==> config.mk <==
export PLATFORM = sky130hd
export DESIGN_NAME = pcie_egress_segmenter
export DESIGN_NICKNAME = d
export VERILOG_FILES = /design/src/rtl/pcie_egress_segmenter.sv
export SDC_FILE = /design/constraint.sdc
export NUM_CORES = 1
export LEC_CHECK = 0
export BUFFER_PORTS_ARGS = -buffer_cell sky130_fd_sc_hd__buf_2
export CAP_MARGIN = 20
export CORE_ASPECT_RATIO = 0.5
export CORE_MARGIN = 5
export CORE_UTILIZATION = 25
export DETAILED_ROUTE_END_ITERATION = 10
export GPL_TIMING_DRIVEN = 0
export SYNTH_ARGS = -nofsm -noshare
export SYNTH_HDL_FRONTEND = slang
export SYNTH_SLANG_ARGS = --single-unit
export TNS_END_PERCENT = 50
==> constraint.sdc <==
create_clock -name clk -period 11.6 [get_ports clk]
set_input_delay 1.16 -clock clk [delete_from_list [all_inputs] [get_ports clk]]
set_output_delay 1.16 -clock clk [all_outputs]
set_load 0.03 [all_outputs]
==> src/rtl/pcie_egress_segmenter.sv <==
// Splits a host DMA job into MPS/MRRS/4KB-bounded TLPs and issues them one at a time to the builder.
// Strobe to first enable is 2 cycles; each TLP is held until the builder finishes, and the next one follows 2 cycles after finished falls.
module pcie_egress_segmenter #(
  parameter logic [7:0] TAG_BASE = 8'h00
) (
  input  logic        clk,
  input  logic        rst_n,
  input  logic        i_job_stb,
  input  logic        i_job_write,
  input  logic [63:0] i_job_address,
  input  logic [23:0] i_job_dword_cnt,
  input  logic [2:0]  i_mps_sel,
  input  logic [2:0]  i_mrrs_sel,
  output logic        o_job_busy,
  output logic        o_job_done,
  output logic [15:0] o_tlp_count,
  output logic        o_egress_enable,
  input  logic        i_egress_finished,
  output logic [7:0]  o_egress_command,
  output logic [63:0] o_egress_address,
  output logic [9:0]  o_egress_dword_cnt,
  output logic [7:0]  o_egress_tag,
  output logic [10:0] o_seg_dword_cnt,
  output logic [2:0]  o_state
);

  typedef enum logic [2:0] {
    S_IDLE      = 3'd0,
    S_CALC      = 3'd1,
    S_ISSUE     = 3'd2,
    S_WAIT_DONE = 3'd3,
    S_RELEASE   = 3'd4,
    S_DONE      = 3'd5
  } state_t;

  state_t      r_state;
  state_t      w_next;

  logic [63:0] r_addr;
  logic [23:0] r_remaining;
  logic        r_write;
  logic [10:0] r_maxsz;
  logic [7:0]  r_tag_ctr;
  logic        r_busy;
  logic        r_done;
  logic [15:0] r_tlp_count;
  logic        r_enable;
  logic [7:0]  r_cmd;
  logic [63:0] r_egr_addr;
  logic [7:0]  r_egr_tag;
  logic [10:0] r_seg;

  logic [10:0] w_boundary;
  logic [10:0] w_lim;
  logic [10:0] w_seg;
  logic        w_hi;
  logic [63:0] w_next_addr;

  // Size encoding: 32 << sel dwords, anything above 5 clamps to 1024.
  function automatic logic [10:0] sel_to_sz(input logic [2:0] sel);
    logic [2:0] s;
    s = (sel > 3'd5) ? 3'd5 : sel;
    return 11'd32 << s;
  endfunction

  // Dwords left before the next 4 KB boundary: 1..1024.
  assign w_boundary  = 11'd1024 - {1'b0, r_addr[11:2]};
  assign w_lim       = (r_maxsz < w_boundary) ? r_maxsz : w_boundary;
  assign w_seg       = (r_remaining < {13'd0, w_lim}) ? r_remaining[10:0] : w_lim;
  assign w_hi        = |r_addr[63:32];
  assign w_next_addr = r_addr + {51'd0, r_seg, 2'b00};

  always_ff @(posedge clk or negedge rst_n) begin
    if (!rst_n) begin
      r_state <= S_IDLE;
    end else begin
      r_state <= w_next;
    end
  end

  always_comb begin
    w_next = r_state;
    case (r_state)
      S_IDLE: begin
        if (i_job_stb) begin
          w_next = (i_job_dword_cnt == 24'd0) ? S_DONE : S_CALC;
        end
      end
      S_CALC:      w_next = S_ISSUE;
      S_ISSUE:     w_next = S_WAIT_DONE;
      S_WAIT_DONE: begin
        if (i_egress_finished) begin
          w_next = S_RELEASE;
        end
      end
      S_RELEASE: begin
        if (!i_egress_finished) begin
          w_next = (r_remaining == {13'd0, r_seg}) ? S_DONE : S_CALC;
        end
      end
      S_DONE:      w_next = S_IDLE;
      default:     w_next = S_IDLE;
    endcase
  end

  always_ff @(posedge clk or negedge rst_n) begin
    if (!rst_n) begin
      r_addr      <= 64'd0;
      r_remaining <= 24'd0;
      r_write     <= 1'b0;
      r_maxsz     <= 11'd0;
      r_tag_ctr   <= TAG_BASE;
      r_busy      <= 1'b0;
      r_done      <= 1'b0;
      r_tlp_count <= 16'd0;
      r_enable    <= 1'b0;
      r_cmd       <= 8'd0;
      r_egr_addr  <= 64'd0;
      r_egr_tag   <= 8'd0;
      r_seg       <= 11'd0;
    end else begin
      r_done <= 1'b0;
      case (r_state)
        S_IDLE: begin
          if (i_job_stb) begin
            r_addr      <= i_job_address & ~64'h3;
            r_remaining <= i_job_dword_cnt;
            r_write     <= i_job_write;
            r_maxsz     <= i_job_write ? sel_to_sz(i_mps_sel) : sel_to_sz(i_mrrs_sel);
            r_busy      <= 1'b1;
            r_tlp_count <= 16'd0;
          end
        end
        S_CALC: begin
          r_seg      <= w_seg;
          r_egr_addr <= r_addr;
          r_cmd      <= {1'b0, r_write, w_hi, 5'd0};
          r_egr_tag  <= r_tag_ctr;
          // Raised here so it is already high while in ISSUE.
          r_enable   <= 1'b1;
        end
        S_WAIT_DONE: begin
          if (i_egress_finished) begin
            r_enable <= 1'b0;
          end
        end
        S_RELEASE: begin
          if (!i_egress_finished) begin
            r_addr      <= w_next_addr;
            r_remaining <= r_remaining - {13'd0, r_seg};
            if (r_tlp_count != 16'hFFFF) begin
              r_tlp_count <= r_tlp_count + 16'd1;
            end
            if (!r_write) begin
              r_tag_ctr <= r_tag_ctr + 8'd1;
            end
          end
        end
        S_DONE: begin
          r_done <= 1'b1;
          r_busy <= 1'b0;
        end
        default: begin
        end
      endcase
    end
  end

  assign o_job_busy         = r_busy;
  assign o_job_done         = r_done;
  assign o_tlp_count        = r_tlp_count;
  assign o_egress_enable    = r_enable;
  assign o_egress_command   = r_cmd;
  assign o_egress_address   = r_egr_addr;
  assign o_egress_dword_cnt = r_seg[9:0];
  assign o_egress_tag       = r_egr_tag;
  assign o_seg_dword_cnt    = r_seg;
  assign o_state            = r_state;

endmodule

; ---- Word-level counts from Yosys, hierarchy flattened
; Cells that the tools add are included.
[classes]
n_addsub = 5
order_cmp = 4
n_eq_ne = 11
shifts = 2
n_mux = 26
n_bitwise = 2
n_reduce_logical = 13
[ops]
columns = cell, n
row1 = $mux W64, 2
row2 = $pmux W64 S2, 1
row3 = $add A64 B13 Y64, 1
row4 = $mux W16, 3
row5 = $mux W24, 2
row6 = $pmux W24 S2, 1
row7 = $mux W11, 3
row8 = $pmux W16 S2, 1
row9 = $reduce_or A32 Y1, 1
row10 = $eq A24 B11 Y1, 1
row11 = $logic_not A24 Y1, 1
row12 = $lt A24 B11 Y1, 1
row13 = $sub A24 B11 Y24, 1
row14 = $shl A6 B3 Y11 const A, 2
row15 = $mux W3, 7
row16 = $add A16 B1 Y16 const B, 1
row17 = $ne A16 B16 Y1 const B, 1
row18 = $pmux W3 S5, 1
row19 = $lt A11 B11 Y1, 1
row20 = $sub A11 B10 Y11 const A, 1
row21 = $reduce_and A3 Y1, 3
row22 = $add A8 B1 Y8 const B, 1
row23 = $ne A2 B2 Y1 const B, 4
row24 = $eq A3 B2 Y1 const B, 2
row25 = other kinds (10), 20
[word_totals]
ff_bits = 215
input_bits = 99
output_inout_bits = 123
word_cells = 77

; ---- Longest topological paths before layout
; Gate-level depths: netlist of the first run.
[logic_depth]
depth_word = 5
depth_mapped = 23
ltp_nobuf = 22

; ---- Worst setup path before layout of the first run
; OpenSTA, ideal clock, no wires.
[synth_path]
kind = flip-flop to flip-flop
start = reg r_addr[5]
end = reg r_seg[1] (netlist: o_seg_dword_cnt[1])
setup_ps = 135
t_arrival_ps = 4386
required_time_ps = 11465
slack_ps = 7078
stages_incl_launch_ff = 21
n_path_buf = 2
synth_period_minus_slack_ps = 4522
cell_sequence = dfrtp_1 buf_6 or3_4 nor4_1 xnor2_1 inv_1 ha_1 a211o_1 or2_2 o22a_2 a21boi_2 mux2i_1 ha_1 a21o_1 a211oi_1 o211ai_1 nor3_1 a21oi_4 buf_6 mux2i_1 o21ai_1
[synth_between]
elab_chain_cells = 5
[synth_lines]
columns = item, line_no
row1 = start: declaration, 39  ; logic [63:0] r_addr;
row2 = start signal: assignment, 126  ; r_addr <= i_job_address & ~64'h3;
row3 = start signal: assignment, 149  ; r_addr <= w_next_addr;
row4 = $sub A11 B10 Y11 *, 67  ; assign w_boundary = 11'd1024 - {1'b0, r_addr[11:2]};
row5 = $lt A11 B11 Y1, 68  ; assign w_lim = (r_maxsz < w_boundary) ? r_maxsz : w_boundary;
row6 = $mux W11 *, 68
row7 = $lt A24 B11 Y1, 69  ; assign w_seg = (r_remaining < {13'd0, w_lim}) ? r_remaining[10:0] : w_lim;
row8 = $mux W11 *, 69
row9 = end signal: assignment, 135  ; r_seg <= w_seg;
row10 = end: declaration, 51  ; logic [10:0] r_seg;
; Mark *: on every way between the ends. The rest lies on a longest branch, timed or not.
; A chain may end at the register's enable or synchronous reset.

; ---- Final worst setup path of the first run
[layout_path]
start = reg r_addr[3]
end = reg r_seg[10] (netlist: o_seg_dword_cnt[10])
; The elaborated chain is that of the path after synthesis.

==> implementation parameters, run 1 <==
Parameter                              Value

Pwr
  Switching share of total power    0.469
  Power Dens Cells    between 200 and 300 nW/um^2
  Proportion of power drawn by the clock network    0.180
  Internal Dissipation    0.00226 W
  Reported net switching power    0.00199 W
  Combinational share of power    0.502
  Highest ir drop seen on vdd    0.000129 V
  Sequential share of power    0.317
  Leakage power summed over all cells    between 6 and 7 nW

Global routing
  Via count of the first global-routing pass    11.0k
  Grt ovf    0
  Global-route wire length before repair    68,000 um
  Global router's overall resource usage    0.166
  Maximum number of pins on one net before global-route repair    ~110
  Antenna violations before repair    1

Finish
  Fillcell total    5,024
  Total non-filler cell area in the finished layout    about 15,000 sq um
  Share of final-layout standard cells stronger than drive strength 1    0.238
  Non-filler cells in the finished layout    roughly 2.2k
  Seq. cell area    5150 sq um
  Synthesis-to-layout area growth    22.5%
  Area taken by multi-input logic gates    6290 sq um
  Number of nets in the finished design    1,665

Worst setup path
  Element type at the critical path end    register
  Startpoint type of the worst setup path    register
  Maximum net fanout on the critical path    10
  Required time reported for the critical path endpoint    about 12,000 ps
  Data arrival time of the worst path    between 5000 and 6000 ps
  Type of the worst setup path    register to register
  R2R Setup Slk    6320 ps

Clock tree
  Root buf cell    clkbuf_16
  Number of sinks on the clock net    206
  Clock latency at the later pin of the worst-skew pair    roughly 530 ps
  PostCTS Resize Cnt    0
  Max Root-Sink Buffers    3
  # hold bufs at CTS    0
  H-Tree Depth    1
  Total CTS buffers    24
  Worst-path clk slew    60 ps
  Number of buffers inserted to repair setup after CTS    0
  Clock tree from TritonCTS    built

Timing
  Final setup TNS    0 ps
  Actual transition at the worst max-transition pin    about 1100 ps
  Maximum clock rate    approximately 190 MHz
  Min setup slack post-route    6320 ps
  Unrepaired setup endpoints after global routing    false
  Final-layout worst hold slack    474 ps
  Worst Skew    13.0 ps
  Total count of max-transition violations in the final report    0
  Setup-failing EPs final    0
  Max transition margin    0.255
  Number of hold violations in the final report    0
  Min cycle time layout    5280 ps
  Period Utilization, post-route    0.455

Placement
  HPWL Detailed    between 30,000 and 40,000 um
  Placed instance area    around 14,000 sq um
  # port buffers    210
  Global placement routability congestion    0.957
  Placed Cells    approximately 2.1k
  Minimum setup slack after placement    6400 ps

Yosys
  Most used DFF post-synth    dfrtp_1
  Synthesis Warnings    0
  Most frequent cell after synthesis    dfrtp_1
  Combined area of all synthesized cells    12,000 sq um
  Gate count after technology mapping    1,280
  Register bit count reported by yosys    206
  Number of synthesized flops with an enable pin    0
  Share of Yosys cell area claimed by the top area cell type    0.429
  Most used standard cells in the synthesized netlist    dfrtp_1, nor2_1, nand2_1
  Sequential area share after synthesis    0.429
  Mean instance size in the synthesized netlist    9.39 sq um
  Top cells by area, synth    dfrtp_1, mux2_2, ha_1
  Fraction of synthesis flops using an asynchronous set or reset pin    1.00
  Cell taking the most area after synthesis    dfrtp_1
  Number of distinct library cells after synthesis    between 80 and 90

Job
  Max cap viols    0

Detailed routing
  Antenna Violating Nets Remaining    0
  DRC violation total after the first TritonRoute iteration    1,050
  Number of vias after detailed routing    11.4k
  Average wire length per cell after detail routing    21.1 um
  Detailed Routing Iterations Pass 1    5
  Final wirelength    46,000 um
  Vias per inst    5.22
  Drt drc    0

Floorplan
  IO Count    222
  Die height    165 um
  Horizontal die dimension    320 um
  Total number of placement rows    56
  Die Outline Area    roughly 53,000 sq um
  Placeable core area    47,200 sq um
  Initial Util    0.255

Hold path
  Path type of the worst min-delay path    register to register

Status
  Run status    finished, final reports clean
[per-layer routing]
layer,vias to the layer above,track usage,part of all wire
met4,0,0.0740,0.050
met5,-,0,0
met3,126,0.0236,0.058
met1,5646,0.192,0.38
met2,431,0.307,0.51
li1,5167,-,-
[power groups by stage]
stage | clock network [W] | registers (W) | logic [W]
5_1_grt | 0.000806 | 0.00138 | 0.00231
6_report | 0.000766 | 0.00135 | 0.00213
3_5_place_dp | 0 | 0.00135 | 0.00212
4_1_cts | 0.000779 | 0.00134 | 0.00213
2_1_floorplan | 0 | 0.00149 | 0.00125
3_3_place_gp | 0 | 0.00134 | 0.00209
[critical path, stage by stage, from the launching register on]
cell and delay (ps):
dfrtp_1 450, inv_1 220, ha_1 330, nand3_1 150, nor3_1 250, inv_1 80
ha_1 320, and3_1 190, a211oi_1 530, a21boi_2 510, mux2i_1 350, ha_1 310
nand4_1 130, nor2_1 60, a211oi_1 230, o211ai_1 140, nor3_1 310, a21oi_4 150
buf_6 180, mux2i_1 180, o21ai_1 80
[cell usage in the layout, fill, tap and decap left out, types with 10 or more instances in the layout]
cell type,n
nor2_1,121
mux2_2,66
o22ai_1,18
dfrtp_1,206
ha_1,39
and3_1,21
xor2_1,18
nor3_1,55
inv_1,40
a21oi_1,61
buf_2,216
clkbuf_1,63
a311oi_1,23
nor2b_1,10
or3_1,22
a21o_1,11
a211oi_1,38
o21ai_0,38
clkbuf_16,25
buf_4,18
o21ai_1,26
nand4_1,21
mux2i_1,13
and4_1,14
xnor2_1,20
o21a_1,15
and2_1,12
nor4_1,26
nand3_1,35
nand2_1,102
[per-stage QoR]
step                      power (W)  utilization
after global routing        0.00450        0.312
final                       0.00425        0.312
after CTS                   0.00424        0.312
after detailed placement    0.00347        0.296
after global placement      0.00343        0.295
after floorplan             0.00274            -
[kinds of logic (layout without fill, tap and decap cells)]
kind of cell | Yosys count | after routing | share of synthesized area
flip-flops | 206 | 206 | 0.429
multiplexers | 79 | 79 | 0.0727
buffers and inverters | 136 | 388 | 0.0500
XOR/XNOR | 39 | 39 | 0.0296
adder cells (fa/ha/maj) | 41 | 41 | 0.0439
AO/OA/AOI/OAI | 308 | 308 | 0.178
AND/OR/NAND/NOR | 470 | 470 | 0.197
other | 1 | 9 | 0.000312
[registers in the layout, indices dropped and copies added (netlist names), 6 cells and up]
| register | count |
|---|---|
| r_remaining | 24 |
| r_tag_ctr | 8 |
| o_seg_dword_cnt | 11 |
| r_addr | 62 |
| o_egress_address | 62 |
| r_maxsz | 6 |
| o_tlp_count | 16 |
| o_egress_tag | 8 |
[area by class of cell]
cell class | instances | share of cell area
clock buffers | 34 | 0.0475
multi-input cells | 945 | 0.427
diodes | 1 | 0.000170
clock inverters | 6 | 0.00561
repair buffers | 212 | 0.0743
well taps | 638 | 0.0542
flip-flops and latches | 206 | 0.350
inverters | 44 | 0.0112
plain buffers | 92 | 0.0296
[final timing paths]
kind | from | cells past startpoint | endpoint
max | r_addr[3] | 20 | o_seg_dword_cnt[10]
min | o_egress_address[2] | 2 | o_egress_address[2]
max reg2reg | r_addr[3] | 20 | o_seg_dword_cnt[10]
min reg2reg | o_egress_address[2] | 2 | o_egress_address[2]
max in group asynchronous | rst_n | 2 | o_egress_address[13]
min in group asynchronous | rst_n | 1 | o_seg_dword_cnt[1]
No activity file was read; power rests on OpenSTA's default activity.
==> inputs of run 2 (changes only) <==
==> constraint.sdc (replaced) <==
create_clock -name clk -period 5.2 [get_ports clk]
set_input_delay 0.52 -clock clk [delete_from_list [all_inputs] [get_ports clk]]
set_output_delay 0.52 -clock clk [all_outputs]
set_load 0.03 [all_outputs]
==> run 2 against run 1 <==
Critical path depth rose by 1. Global-route usage barely moved. Non-clock buffer count did not move. Power rose by 120%. Count of clock-buffer cells in the layout did not move. Core utilization barely moved. Via count barely moved. Register-to-register slack got worse by 6100 ps. Wire length fell by 0.19%. Largest cell class unchanged. Highest routed layer unchanged.
==> implementation parameters, run 2 (synthesized netlist as in run 1, its figures left out) <==
Parameter                              Value

Detailed routing
  Average wire length per cell after detail routing    21.1 um
  DRC violation total after the first TritonRoute iteration    960
  Antenna Violating Nets Remaining    0
  Detailed Routing Iterations Pass 1    6
  Final wirelength    46,000 um
  Vias per inst    5.22
  Drt drc    0
  Number of vias after detailed routing    11.4k

Clock tree
  Clock tree from TritonCTS    built
  Root buf cell    clkbuf_16
  Worst-path clk slew    ~60 ps
  Total CTS buffers    24
  PostCTS Resize Cnt    1
  H-Tree Depth    1
  Max Root-Sink Buffers    3
  Number of buffers inserted to repair setup after CTS    0
  # hold bufs at CTS    0
  Clock latency at the later pin of the worst-skew pair    approximately 530 ps
  Number of sinks on the clock net    206

Floorplan
  Die Outline Area    52,800 sq um
  Die height    165 um
  Placeable core area    about 47,000 sq um
  IO Count    about 220
  Total number of placement rows    56
  Initial Util    0.255
  Horizontal die dimension    about 320 um

Status
  Run status    finished, final reports clean

Worst setup path
  Maximum net fanout on the critical path    10
  FF-to-FF path depth    21
  Element type at the critical path end    register
  Type of the worst setup path    register to register
  Crit path launch    r_addr[6]
  Startpoint type of the worst setup path    register
  Data arrival time of the worst path    5360 ps
  Reg2reg start    r_addr[6]
  Required time reported for the critical path endpoint    5580 ps
  R2R Setup Slk    about 220 ps
  R2r endpoint    o_seg_dword_cnt[10]

Job
  Max cap viols    0

Timing
  Final setup TNS    0 ps
  Final-layout worst hold slack    around 77 ps
  Total count of max-transition violations in the final report    0
  Maximum clock rate    201 MHz
  Actual transition at the worst max-transition pin    about 1100 ps
  Worst Skew    12.2 ps
  Period Utilization, post-route    0.957
  Number of hold violations in the final report    0
  Setup-failing EPs final    0
  Max transition margin    0.250
  Min cycle time layout    ~5000 ps

Global routing
  Grt ovf    0
  Via count of the first global-routing pass    11.0k
  Antenna violations before repair    1
  Global-route wire length before repair    just under 70,000 um
  Maximum number of pins on one net before global-route repair    109
  Global router's overall resource usage    0.166

Pwr
  Power Dens Cells    644 nW/um^2
  Internal Dissipation    0.00504 W
  Leakage power summed over all cells    6.34 nW
  Proportion of power drawn by the clock network    0.180
  Highest ir drop seen on vdd    0.000289 V
  Sequential share of power    0.317
  Reported net switching power    0.00445 W
  Combinational share of power    0.503
  Switching share of total power    0.469
  Power Total    0.00950 W

Placement
  HPWL Detailed    34,200 um
  # port buffers    210
  Global placement routability congestion    0.957
  Placed Cells    2,137

Finish
  Synthesis-to-layout area growth    22.7%
  Number of nets in the finished design    roughly 1.7k
  Most common library cell in the layout ignoring fill and taps    buf_2
  Share of final-layout standard cells stronger than drive strength 1    0.240
  Fillcell total    5,025
  Non-filler cells in the finished layout    roughly 2.2k
  Top library cells by usage in the layout, fill and taps aside    buf_2, dfrtp_1, nor2_1

Hold path
  Path type of the worst min-delay path    input port to async pin
## run 2: power groups by stage
stage          registers (W)  logic (W)  clock network (W)
2_1_floorplan        0.00333    0.00278                  0
3_3_place_gp         0.00300    0.00466                  0
3_5_place_dp         0.00302    0.00472                  0
4_1_cts              0.00299    0.00475            0.00174
5_1_grt              0.00308    0.00518            0.00180
6_report             0.00301    0.00478            0.00171
## run 2: through the flow
stage / setup slack, ps / utilization / instance area [sq um]
6_report: 222 / 0.313 / 14700
5_1_grt: -7.33 / 0.313 / 14700
4_1_cts: 59.8 / 0.312 / 14700
3_5_place_dp: 4.13 / 0.296 / 13900
3_3_place_gp: -250 / 0.295 / 13900
2_1_floorplan: 678 / - / 12000
## run 2: worst max-delay path by stage
stage                           end  slack [ps]  cells after the start
5_1_grt          o_seg_dword_cnt[3]          -7                     21
2_1_floorplan    o_seg_dword_cnt[1]         680                     20
3_5_place_dp    o_seg_dword_cnt[10]           4                     19
6_report        o_seg_dword_cnt[10]         220                     21
4_1_cts         o_seg_dword_cnt[10]          60                     19
3_3_place_gp   o_egress_address[38]        -250                      1
## run 2: area by class of cell
cell class | instances | area (sq um) | area share
clock buffers | 34 | 699 | 0.0474
repair buffers | 212 | 1090 | 0.0742
inverters | 44 | 165 | 0.0112
diodes | 1 | 2.50 | 0.000170
multi-input cells | 945 | 6310 | 0.428
clock inverters | 6 | 82.6 | 0.00560
plain buffers | 92 | 435 | 0.0295
well taps | 638 | 798 | 0.0542
flip-flops and latches | 206 | 5150 | 0.350
## run 2: per-layer routing
| metal | wire length, um | up-vias | track usage |
|---|---|---|---|
| met1 | 17300 | 5612 | 0.192 |
| met4 | 2380 | 0 | 0.0740 |
| li1 | - | 5175 | - |
| met3 | 2740 | 128 | 0.0236 |
| met5 | 0 | - | 0 |
| met2 | 23500 | 463 | 0.307 |
## run 2: critical path, cell delays in order, from the launching register on
cell      delay [ps]
dfrtp_1          380
buf_2            190
or3_4            390
nor4_1           290
xnor2_1          230
inv_1             90
ha_1             200
a211o_1          320
or2_2            280
o22a_2           220
a21boi_4         290
mux2i_2          320
ha_1             200
nand4_1          130
nor2_1           120
a211oi_1          60
o211ai_1         270
a21oi_1          120
a21oi_4          240
buf_6            200
mux2i_1          230
o21ai_1           80
